--- src/rtl/aer_pkg.sv ---
// Shared definitions for the AER event senders.
//   sender_state_e  : handshake FSM state encoding
//   PFX_*           : event-type prefix codes placed in the top AER address bits
//   aer_addr_width  : address width = prefix + index field
package aer_pkg;

   typedef enum logic [1:0] {
      ST_IDLE     = 2'd0,
      ST_SETUP    = 2'd1,
      ST_REQ_HIGH = 2'd2,
      ST_REQ_LOW  = 2'd3
   } sender_state_e;

   localparam int AER_PREFIX_W = 2;

   // Event-type prefixes; neuron and config codes are reserved for the other senders
   localparam logic [AER_PREFIX_W-1:0] PFX_NEURON      = 2'b00;
   localparam logic [AER_PREFIX_W-1:0] PFX_INPUT_SPIKE = 2'b01;
   localparam logic [AER_PREFIX_W-1:0] PFX_CONFIG      = 2'b10;

   function automatic int aer_addr_width(input int prefix_bits, input int image_size_bits);
      return prefix_bits + image_size_bits + 1;
   endfunction

endpackage

--- src/rtl/sync_ff.sv ---
// Multi-flop synchronizer for asynchronous inputs.
//   CLK, RST : destination clock, synchronous active-high reset (flops clear to 0)
//   D        : asynchronous input
//   Q        : D after STAGES flops
module sync_ff #(
   parameter int STAGES = 2,
   parameter int WIDTH  = 1
) (
   input  logic             CLK,
   input  logic             RST,
   input  logic [WIDTH-1:0] D,
   output logic [WIDTH-1:0] Q
);

   logic [STAGES-1:0][WIDTH-1:0] sync_q, sync_d;

   always_comb begin
      sync_d[0] = D;
      for (int i = 1; i < STAGES; i++) sync_d[i] = sync_q[i-1];
   end

   always_ff @(posedge CLK) begin
      if (RST) sync_q <= '0;
      else     sync_q <= sync_d;
   end

   assign Q = sync_q[STAGES-1];

endmodule

--- src/rtl/aer_spike_sender.sv ---
// Turns each sorted pixel index into one input-spike event on the AER bus
// using a 4-phase REQ/ACK handshake, and back-pressures the sorter with BUSY.
//   CLK, RST          : clock, synchronous active-high reset
//   NEXT_INDEX        : pixel index, valid while FOUND_NEXT_INDEX is high
//   FOUND_NEXT_INDEX  : 1-cycle strobe from the sorter
//   NEW_IMAGE         : clears SPIKE_COUNT and the error flags
//   AERIN_CTRL_BUSY   : high while an event is in flight
//   AERIN_ADDR        : {EVENT_PREFIX, index}, held after the event
//   AERIN_REQ/ACK     : handshake; ACK is asynchronous
//   SPIKE_COUNT       : completed handshakes since last clear, saturating
//   ERR_TIMEOUT       : sticky, a handshake phase ran out of time
//   ERR_OVERRUN       : sticky, a strobe arrived while busy
module aer_spike_sender
   import aer_pkg::*;
#(
   parameter int                      IMAGE_SIZE      = 256,
   parameter int                      IMAGE_SIZE_BITS = $clog2(IMAGE_SIZE),
   parameter int                      PREFIX_BITS     = AER_PREFIX_W,
   parameter logic [PREFIX_BITS-1:0]  EVENT_PREFIX    = PFX_INPUT_SPIKE,
   parameter int                      AER_ADDR_W      = aer_addr_width(PREFIX_BITS, IMAGE_SIZE_BITS),
   parameter int                      SYNC_STAGES     = 2,
   parameter int                      ACK_TIMEOUT     = 255
) (
   input  logic                       CLK,
   input  logic                       RST,
   input  logic [IMAGE_SIZE_BITS:0]   NEXT_INDEX,
   input  logic                       FOUND_NEXT_INDEX,
   input  logic                       NEW_IMAGE,
   output logic                       AERIN_CTRL_BUSY,
   output logic [AER_ADDR_W-1:0]      AERIN_ADDR,
   output logic                       AERIN_REQ,
   input  logic                       AERIN_ACK,
   output logic [IMAGE_SIZE_BITS:0]   SPIKE_COUNT,
   output logic                       ERR_TIMEOUT,
   output logic                       ERR_OVERRUN
);

   // Timeout counter only needs to reach ACK_TIMEOUT-1
   localparam int TO_W = (ACK_TIMEOUT > 1) ? $clog2(ACK_TIMEOUT) : 1;
   localparam bit TO_EN = (ACK_TIMEOUT > 0);
   localparam logic [TO_W-1:0] TO_LAST = TO_W'((ACK_TIMEOUT > 0) ? ACK_TIMEOUT - 1 : 0);

   sender_state_e              state_q, state_d;
   logic                       req_q, req_d;
   logic                       busy_q, busy_d;
   logic [AER_ADDR_W-1:0]      addr_q, addr_d;
   logic [IMAGE_SIZE_BITS:0]   cnt_q, cnt_d;
   logic                       err_to_q, err_to_d;
   logic                       err_ov_q, err_ov_d;
   logic [TO_W-1:0]            to_cnt_q, to_cnt_d;
   logic                       ack_s;

   sync_ff #(.STAGES(SYNC_STAGES), .WIDTH(1)) u_ack_sync (
      .CLK (CLK),
      .RST (RST),
      .D   (AERIN_ACK),
      .Q   (ack_s)
   );

   always_comb begin
      state_d  = state_q;
      req_d    = req_q;
      busy_d   = busy_q;
      addr_d   = addr_q;
      cnt_d    = cnt_q;
      err_to_d = err_to_q;
      err_ov_d = err_ov_q;
      to_cnt_d = '0;

      unique case (state_q)
         ST_IDLE: begin
            if (FOUND_NEXT_INDEX) begin
               addr_d  = {EVENT_PREFIX, NEXT_INDEX};
               busy_d  = 1'b1;
               state_d = ST_SETUP;
            end
         end
         ST_SETUP: begin
            // A stale ACK (e.g. after reset mid-handshake) must clear first
            if (!ack_s) begin
               req_d   = 1'b1;
               state_d = ST_REQ_HIGH;
            end
         end
         ST_REQ_HIGH: begin
            if (ack_s) begin
               req_d   = 1'b0;
               state_d = ST_REQ_LOW;
            end
         end
         ST_REQ_LOW: begin
            if (!ack_s) begin
               busy_d  = 1'b0;
               if (cnt_q != '1) cnt_d = cnt_q + 1'b1;
               state_d = ST_IDLE;
            end
         end
         default: state_d = ST_IDLE;
      endcase

      // Phase timer: counts cycles spent in the current busy state; progress
      // in the same cycle as expiry takes priority.
      if (TO_EN && state_q != ST_IDLE && state_d == state_q) begin
         if (to_cnt_q == TO_LAST) begin
            req_d    = 1'b0;
            busy_d   = 1'b0;
            err_to_d = 1'b1;
            state_d  = ST_IDLE;
         end else begin
            to_cnt_d = to_cnt_q + 1'b1;
         end
      end

      if (FOUND_NEXT_INDEX && state_q != ST_IDLE) err_ov_d = 1'b1;

      // Clear overrides any increment or error set in the same cycle
      if (NEW_IMAGE) begin
         cnt_d    = '0;
         err_to_d = 1'b0;
         err_ov_d = 1'b0;
      end
   end

   always_ff @(posedge CLK) begin
      if (RST) begin
         state_q  <= ST_IDLE;
         req_q    <= 1'b0;
         busy_q   <= 1'b0;
         addr_q   <= '0;
         cnt_q    <= '0;
         err_to_q <= 1'b0;
         err_ov_q <= 1'b0;
         to_cnt_q <= '0;
      end else begin
         state_q  <= state_d;
         req_q    <= req_d;
         busy_q   <= busy_d;
         addr_q   <= addr_d;
         cnt_q    <= cnt_d;
         err_to_q <= err_to_d;
         err_ov_q <= err_ov_d;
         to_cnt_q <= to_cnt_d;
      end
   end

   assign AERIN_CTRL_BUSY = busy_q;
   assign AERIN_REQ       = req_q;
   assign AERIN_ADDR      = addr_q;
   assign SPIKE_COUNT     = cnt_q;
   assign ERR_TIMEOUT     = err_to_q;
   assign ERR_OVERRUN     = err_ov_q;

endmodule

--- config.mk ---
export PLATFORM = sky130hd
export DESIGN_NAME = aer_spike_sender
export DESIGN_NICKNAME = d
export VERILOG_FILES = /design/src/rtl/aer_pkg.sv /design/src/rtl/sync_ff.sv /design/src/rtl/aer_spike_sender.sv
export SDC_FILE = /design/constraint.sdc
export NUM_CORES = 1
export LEC_CHECK = 0
export CAP_MARGIN = 20
export CORE_MARGIN = 3
export CORE_UTILIZATION = 52
export DETAILED_ROUTE_END_ITERATION = 8
export PLACE_DENSITY = 0.84
export SYNTH_ARGS = -nofsm -noshare
export SYNTH_HDL_FRONTEND = slang
export SYNTH_HIERARCHICAL = 1
export SYNTH_SLANG_ARGS = --single-unit
export TNS_END_PERCENT = 10
--- constraint.sdc ---
create_clock -name CLK -period 2.5 [get_ports CLK]
set_input_delay 0.25 -clock CLK [delete_from_list [all_inputs] [get_ports CLK]]
set_output_delay 0.25 -clock CLK [all_outputs]
set_load 0.01 [all_outputs]
==> out/summary.txt <==
status = finished clean
final hold violation count = 0
Placer Congestion = 0.832
Seq/Total Area, Yosys = 0.455
critical setup path kind = flip-flop to flip-flop
WL final = 3.11 mm
WL per Instance = 12.8 um
Initial DRC Count = 51
# hold bufs at CTS = 0
Total GRT Usage = 0.199
CP Launch Type = flip-flop
P_leak = 0.736 nW
diodes inserted = 0
VDD IR max = 0.000495 V
Max stage delay on crit path = 0.38 ns
Crit. Startpoint = SPIKE_COUNT[4]$_SDFFE_PP0P_
std cell rows = 19
clock root cell = clkbuf_4
clk_lat worst skew = 0.35 ns
delay-heaviest family, CP = simple AND/OR/NAND/NOR gates
die area = 3650 sq um
Crit. End Element = flip-flop
cells after synthesis = 173
commonest non-fill, non-tap cell in the layout = clkdlybuf4s50_1
Most Frequent Cell on Critical Path = and4_1
most frequent cells in the layout = 36 x clkdlybuf4s50_1, 35 x dfxtp_1, 25 x nand2_1, 22 x nor2_1, 13 x a21oi_1
total negative slack = 0 ns
FF-to-FF End = SPIKE_COUNT[4]$_SDFFE_PP0P_
Die Ht = 60.4 um
Mapped Area = 1540 sq um
Final #Nets = 233
via/cell ratio = 5.35
global route overflow = 0
fin crit share = 0.759
largest net degree at the start of global routing = 13
Mapped Nets = 195
# clock sinks = 35
Layout area overhead = 27.6%
H-tree Lvls = 2
Reg2Reg Setup Slack = 0.60 ns
cts repair resizes = 0
Max-cap violations = 0
Required @ worst endpoint = 2.75 ns
post-route ant nets = 0
critical-path cell list = and4_1, and4_1, ha_1, nor3b_4, nand4_1, xor2_1, nor2_1
Slew Viols, Final = 0
design area = 1960 sq um
area leader, netlist = dfxtp_1
initial core utilization = 0.553
CP endpoint = SPIKE_COUNT[4]$_SDFFE_PP0P_
RSZ-0062 raised after global routing = false
FMAX = 527 MHz
CP arrival = 2.15 ns
Power Dens Cells = 618 nW/um^2
Synth cell types = 38
Pre-Repair DR Iteration Count = 4
Die W = 60.4 um
via count = 1301
Finish-stage setup viols = 0
TritonCTS clock tree = built
R2R cell count = 7
Crit Path Max Fanout = 9
crit path time final = 1.90 ns
Reg clk slew, reported paths = 0.10 ns
Critical path buffers and inverters = 0
Mean Syn Cell Area = 8.90 sq um
initial antenna violation count = 0
worst hold margin = 0.439 ns
YS warnings = 6
reg-to-reg startpoint = SPIKE_COUNT[4]$_SDFFE_PP0P_
CP Depth = 7
first-pass GRT wire length = 5.41 mm
Placed Instance Area = 1910 sq um
PortBufs = 36
CP max-delay cell = nor3b_4
FF+latch count, synth = 35
core area = 2780 sq um
Post-CTS Setup Inserts = 0
DPL Wire Length = 2.32 mm
detailed-route DRC error count = 0
hold crit path type = input port to flip-flop
post-synth top area share = 0.455
Synth area leaders = dfxtp_1 46%, ha_1 6.5%, nand2_1 6.1%, nor2_1 5.4%, xor2_1 5.1%
Setup Skew = 0.00950 ns
final core occ = 0.706
share of cells above drive strength 1 = 0.0802
vias in the first global route = 1311
clk buf depth = 2
Top Ports = 38
CTS buffer count = 5
-- worst min-delay path by stage --
stage / from / to / slack, ns / cells past startpoint
2_1_floorplan: RST / u_ack_sync/Q$_SDFF_PP0_ / 0.32 / 1
3_3_place_gp: u_ack_sync/sync_d[1]$_SDFF_PP0_ / u_ack_sync/Q$_SDFF_PP0_ / 0.42 / 1
3_5_place_dp: u_ack_sync/sync_d[1]$_SDFF_PP0_ / u_ack_sync/Q$_SDFF_PP0_ / 0.42 / 1
4_1_cts: NEXT_INDEX[4] / AERIN_ADDR[4]$_SDFFE_PP0P_ / 0.43 / 3
5_1_grt: AERIN_ACK / u_ack_sync/sync_d[1]$_SDFF_PP0_ / 0.44 / 2
6_report: NEXT_INDEX[4] / AERIN_ADDR[4]$_SDFFE_PP0P_ / 0.44 / 3
-- power breakdown --
part	switching, W	internal (W)
Sequential	0.0000305	0.000596
Combinational	0.000152	0.000136
Clock	0.000194	0.000104
Total	0.000376	0.000837
-- layer usage --
layer	track usage	vias to the layer above	wire [um]
met4	0.104	0	75
li1	-	658	-
met1	0.220	603	1270
met2	0.349	32	1600
met5	0	-	0
met3	0.0511	8	156
-- worst min-delay path: cells and delay by family --
family                 cells  cell delay, ns
buffers and inverters      1            0.39
AND/OR/NAND/NOR            1            0.05
AO/OA/AOI/OAI              1            0.05
-- synth_stat cells --
library cell and count:
buf_4 1, a22oi_1 1, and4_4 2, a21oi_1 13, nor2_1 22, o21ai_0 6, nand2b_1 1, o21ai_1 1
dfxtp_1 35, and4_1 3, buf_6 1, a21o_2 1, conb_1 1, a211oi_1 1, clkbuf_1 3, nor2b_1 4
mux2i_1 2, nor3_1 3, or2_2 1, buf_2 1, and2_1 2, nor3b_4 1, nand4_2 1, and2b_2 1
a311oi_1 1, a31oi_1 1, o31ai_1 1, nand4_1 2, a41oi_1 1, inv_1 5, nand2_1 25, o21ba_2 1
and3_1 1, o211ai_1 1, nand3_1 5, xnor2_1 4, ha_1 8, xor2_1 9
-- logic make-up (layout without fill, tap and decap cells) --
| logic type | Yosys count | after routing | synth area share |
|---|---|---|---|
| AND/OR/NAND/NOR | 74 | 74 | 0.243 |
| flip-flops | 35 | 35 | 0.455 |
| AO/OA/AOI/OAI | 29 | 29 | 0.112 |
| XOR/XNOR | 13 | 13 | 0.0740 |
| buffers and inverters | 11 | 50 | 0.0350 |
| adder cells (fa/ha/maj) | 8 | 8 | 0.0650 |
| multiplexers | 2 | 2 | 0.0130 |
| other | 1 | 1 | 0.00244 |
-- registers in the layout (all words and copies together), names as in the netlist --
| name | count |
|---|---|
| ERR_TIMEOUT | 1 |
| u_ack_sync/Q | 1 |
| u_ack_sync/sync_d | 1 |
| AERIN_REQ | 1 |
| state_q | 2 |
| to_cnt_q | 8 |
| AERIN_ADDR | 10 |
| AERIN_CTRL_BUSY | 1 |
| ERR_OVERRUN | 1 |
| SPIKE_COUNT | 9 |
-- area by class of cell --
cell class	count	area, sq um
Clock buffer	5	37.5
Clock inverter	3	15.0
Fill cell	213	818
Inverter	5	18.8
Multi-Input combinational cell	127	785
Sequential cell	35	701
Tap cell	31	38.8
Timing Repair Buffer	37	368
-- per-stage QoR --
step | worst slack (ns) | total power, W | std cells
after CTS | 0.584 | 0.00122 | 243
after global routing | 0.453 | 0.00128 | 243
after floorplan | 0.719 | 0.000815 | 173
after global placement | 0.713 | 0.000913 | 235
after detailed placement | 0.607 | 0.000926 | 235
final | 0.601 | 0.00121 | 243
Power figures use the tool's default switching activity.
==> RTL edit 1 (config.mk and constraints unchanged) <==
Change the parameter `SYNC_STAGES` from 2 to 4.
--- a/src/rtl/aer_spike_sender.sv
+++ b/src/rtl/aer_spike_sender.sv
@@ -19,5 +19,5 @@
    parameter logic [PREFIX_BITS-1:0]  EVENT_PREFIX    = PFX_INPUT_SPIKE,
    parameter int                      AER_ADDR_W      = aer_addr_width(PREFIX_BITS, IMAGE_SIZE_BITS),
-   parameter int                      SYNC_STAGES     = 2,
+   parameter int                      SYNC_STAGES     = 4,
    parameter int                      ACK_TIMEOUT     = 255
 ) (
Formal check against the unedited RTL: not equivalent (Yosys sat finds a counterexample within 4 cycles, from zero or initial values and one cycle with RST high).
==> RTL edit 1 against the unedited design <==
- core utilization increased by 0.76 points
- cell count grew 1.2%
- wire length rose by 13%
- sequential cell count is 2 higher
- area after synthesis grew 3.4%
- final area grew 2.8%
- worst setup slack got worse by 0.049 ns
- total power grew 3.2%
- critical path type unchanged
==> RTL edit 1: results (changes against the unedited design) <==
- Worst Reg-to-Reg Cells: 7 (unchanged)
- Final Skew: 0.00650 ns (-0.00301 ns)
- Worst Hold Launch: u_ack_sync/sync_d[3]
- Fillers: 239 (+12%)
- Met3 Routed Length: 141 µm (-9.6%)
- Syn_area_per_cell: 8.99 µm² (+1.1%)
- Area contributors post-synth: dfxtp_1 (47%), ha_1 (6.3%), nand2_1 (5.9%), nor2_1 (5.2%), xor2_1 (5.0%)
- DR iter-0 viols: 78 (+53%)
- Largest net degree at the start of global routing: 14 (+1)
- DRT met1 WL: 1.45 mm (+14%)
- Final instance area: 0.00202 mm² (+2.8%)
- Avg Vias per Cell: 5.47 (+2.2%)
- HPWL after detailed placement: 2.66 mm (+14%)
- Post-synth top cells: dfxtp_1 (37), nand2_1 (25), nor2_1 (22)
- Worst min path class: reg2reg
- Count of cells resized by post-cts repair: 0 (unchanged)
- Global-route wire length before repair: 5.70 mm (+5.4%)
- Worst-case hold path end point: u_ack_sync/Q
- Hold path cells: 1 (-2)
- Gpl congestion: 0.851 (+2.3%)
- Maximum vdd drop: 0.452 mV (-8.7%)
- Inst Count DP: 239 (+1.7%)
- DR WL met2: 1.85 mm (+15%)
- Post-Route WL: 3.52 mm (+13%)
- Drt pass-1 iters: 4 (unchanged)
- Placed Area: 0.00196 mm² (+2.8%)
- Syn_nets: 199 (+2.1%)
- Vias in the first global route: 1269 (-3.2%)
- RR Endpoint: SPIKE_COUNT[5]
- Worst R2R Start: SPIKE_COUNT[0]
- Fin cells: 246 (+1.2%)
- GRT Total Usage: 20.8% (+0.94 points)
- Layout cell share with drive strength beyond 1: 6.98% (-1.0 points)
- LEAKAGE: 0.754 nW (+2.5%)
- Proportion of synthesized chip area in sequential cells: 46.5% (+1.0 points)
- Crit path DAT: 2.19 ns (+0.04 ns)
- Ys async rst share: 0% (unchanged)
- Status: finished clean
[RTL edit 1: critical path, cell delays in order, from the launching register on]
cell     delay [ns]
dfxtp_1        0.36
ha_1           0.25
and4_1         0.23
ha_1           0.22
nor3b_4        0.40
nand3_1        0.17
xor2_1         0.17
nor2_1         0.06
[RTL edit 1: cell type report]
cell class              count  area, µm²  area share [%]
multi-input cells         129        797            39.5
flip-flops and latches     37        741            36.7
repair buffers             37        368            18.2
clock buffers               7       55.1            2.73
well taps                  31       38.8            1.92
inverters                   5       18.8           0.930
[RTL edit 1: routing by layer]
layer  up-vias  GRT usage, %
met2        27          38.1
met3         9          6.50
met1       637          21.8
met5         -             0
li1        673             -
met4         0          8.67
[RTL edit 1: stage by stage]
stage	worst slack (ns)	hold WS (ns)
6_report	0.552	0.449
4_1_cts	0.575	0.443
3_3_place_gp	0.699	0.423
2_1_floorplan	0.719	0.322
3_5_place_dp	0.590	0.427
5_1_grt	0.424	0.459
[RTL edit 1: power breakdown]
group          total, mW  internal, mW  switching, mW
clock network      0.319         0.133          0.186
registers          0.654         0.626         0.0279
logic              0.279         0.130          0.150
[RTL edit 1: cells by family after synthesis]
family | share of synthesized area, %
buffers and inverters | 3.38
AND/OR/NAND/NOR | 24.3
adder cells (fa/ha/maj) | 6.29
multiplexers | 1.26
other | 0.236
AO/OA/AOI/OAI | 10.8
flip-flops | 46.5
XOR/XNOR | 7.15
[RTL edit 1: worst max-delay path by stage]
| stage | from | end | slack (ns) | cells past startpoint |
|---|---|---|---|---|
| finish | SPIKE_COUNT[0] | SPIKE_COUNT[5] | 0.55 | 7 |
| global route | SPIKE_COUNT[0] | SPIKE_COUNT[3] | 0.42 | 7 |
| CTS | SPIKE_COUNT[0] | SPIKE_COUNT[5] | 0.58 | 7 |
| detailed placement | SPIKE_COUNT[0] | SPIKE_COUNT[5] | 0.59 | 7 |
| global placement | SPIKE_COUNT[0] | SPIKE_COUNT[7] | 0.70 | 7 |
| floorplan | SPIKE_COUNT[0] | SPIKE_COUNT[7] | 0.72 | 7 |
==> RTL edit 2 (same settings) <==
Made on the original files. The 4 states of `sender_state_e` get a Gray code encoding in 2 bits.
--- a/src/rtl/aer_pkg.sv
+++ b/src/rtl/aer_pkg.sv
@@ -6,8 +6,8 @@
 
    typedef enum logic [1:0] {
-      ST_IDLE     = 2'd0,
-      ST_SETUP    = 2'd1,
-      ST_REQ_HIGH = 2'd2,
-      ST_REQ_LOW  = 2'd3
+      ST_IDLE     = 2'b00,
+      ST_SETUP    = 2'b01,
+      ST_REQ_HIGH = 2'b11,
+      ST_REQ_LOW  = 2'b10
    } sender_state_e;
 
Check against the original RTL: no difference found for any inputs over 10 cycles, from zero or initial values and one cycle with RST high; not proved beyond that.
==> RTL edit 2 against the unedited design <==
- area after synthesis fell by 0.98%
- final area is 0.64% lower
- worst setup slack worse by 0.36 ns
- wire length rose by 4.9%
- sequential cell count stayed put
- cell count down 2.1%
- non-clock buffer count up 2
- clock skew down 0.0023 ns
- critical path type unchanged
- largest cell class unchanged
- highest routed layer unchanged
Power is not compared: it rests on default switching activity, and its combinational part moved more than twofold at a synthesized area within 25%.
==> RTL edit 2: results (changes against the unedited design) <==
- Vias in the first global route: 1232 (-6.0%)
- CP startpoint: SPIKE_COUNT[0]
- Area contributors post-synth: dfxtp_1 (46%), mux2i_1 (7.2%), a21oi_1 (3.9%), nor2_1 (3.7%), ha_1 (3.3%)
- FMAX: 442 MHz (-16%)
- GRT Total Usage: 20.3% (+0.38 points)
- Clk_lat worst skew: 0.33 ns (-0.02 ns)
- DRT met1 WL: 1.40 mm (+10%)
- HPWL after detailed placement: 2.44 mm (+5.2%)
- Worst Hold Launch: u_ack_sync/sync_d[1]
- RR Endpoint: SPIKE_COUNT[3]
- DR WL met2: 1.63 mm (+1.7%)
- WL/cell: 13.7 µm (+7.1%)
- Proportion of synthesized chip area in sequential cells: 46.0% (+0.45 points)
- Post-synth top cells: dfxtp_1 (35), nor2_1 (15), nand2_1 (13)
- Worst-case hold path end point: u_ack_sync/Q
- DR iter-0 viols: 97 (+90%)
- Worst min path class: reg2reg
- Gpl congestion: 0.836 (+0.48%)
- I/O Buffers: 36 (unchanged)
- Post-synth top flop: dfxtp_1
- Final Skew: 0.00721 ns (-0.00229 ns)
- Slowest Stage Delay on Critical Path: 0.55 ns (+0.17 ns)
- Nets: 226 (-3.0%)
- Syn_nets: 190 (-2.6%)
- Worst Tran Pin Value: between 0.6 and 0.7 ns
- R2r setup slk: 0.24 ns (-0.36 ns)
- Crit path DAT: 2.53 ns (+0.38 ns)
- DR vias: 1336 (+2.7%)
- Status: finished clean
- Max H-tree Level: 2 (unchanged)
- Slowest CP cell: or4b_4
- Largest net degree at the start of global routing: 14 (+1)
- Pre-CTS setup slack: 0.140 ns (-0.467 ns)
RTL edit 2: cell types whose count changed after synthesis, sizes merged, moves of 3 or more:
cell and change:
inv +3, or3 +3, clkbuf +3, ha -4, or4 +3, nand2 -12, nor3 +4, and4 -5
xor2 -8, nor2 -7, mux2i +9
RTL edit 2: routing by layer:
metal	vias to the layer above	track usage (%)
li1	678	-
met1	619	24.3
met2	34	33.0
met3	5	6.70
met4	0	8.23
met5	-	0
RTL edit 2: logic make-up (layout without fill, tap and decap cells):
family                   after synthesis  count (layout)  share of synthesized area [%]
other                                  1               1                          0.246
adder cells (fa/ha/maj)                4               4                           3.28
buffers and inverters                 18              53                           4.93
multiplexers                          11              11                           7.23
AND/OR/NAND/NOR                       65              65                           21.8
AO/OA/AOI/OAI                         33              33                           13.7
flip-flops                            35              35                           46.0
XOR/XNOR                               5               5                           2.87
RTL edit 2: worst reg2reg max path, cell delays in order, from the launching register on:
cell and delay [ns]:
dfxtp_1 0.35, ha_1 0.25, nand4_1 0.14, nor2_1 0.07
ha_1 0.20, or4b_4 0.56, or4_1 0.49, a21oi_1 0.15
RTL edit 2: timing repair:
item,4_1_cts,5_1_grt
endpoints found under the setup margin,0,2
resized for setup,0,1
buffers inserted,0,0
hold endpoints to repair,0,0
RTL edit 2: area by class of cell:
type | instances | area (µm²)
fillers | 226 | 831
multi-input cells | 119 | 757
flip-flops and latches | 35 | 701
repair buffers | 39 | 383
clock buffers | 6 | 41.3
well taps | 31 | 38.8
inverters | 8 | 30.0
RTL edit 2: worst max-delay path by stage:
stage | endpoint | slack [ns] | cells past startpoint
final | SPIKE_COUNT[3] | 0.24 | 7
after global routing | SPIKE_COUNT[3] | 0.11 | 7
after CTS | SPIKE_COUNT[3] | 0.12 | 7
after detailed placement | SPIKE_COUNT[3] | 0.14 | 7
after global placement | SPIKE_COUNT[5] | 0.24 | 7
after floorplan | SPIKE_COUNT[5] | 0.29 | 8
RTL edit 2: stage by stage:
stage | instances | utilization (%) | area, µm² | hold WS (ns)
2_1_floorplan | 172 | - | 1520 | 0.322
3_3_place_gp | 232 | 68.5 | 1910 | 0.418
3_5_place_dp | 232 | 68.5 | 1910 | 0.437
4_1_cts | 238 | 70.0 | 1950 | 0.451
5_1_grt | 238 | 70.1 | 1950 | 0.451
6_report | 238 | 70.1 | 1950 | 0.448
RTL edit 2: power breakdown:
| part | total (mW) | internal (mW) | switching [mW] |
|---|---|---|---|
| clock network | 0.268 | 0.100 | 0.168 |
| registers | 0.599 | 0.578 | 0.0207 |
| logic | 0.132 | 0.0761 | 0.0564 |
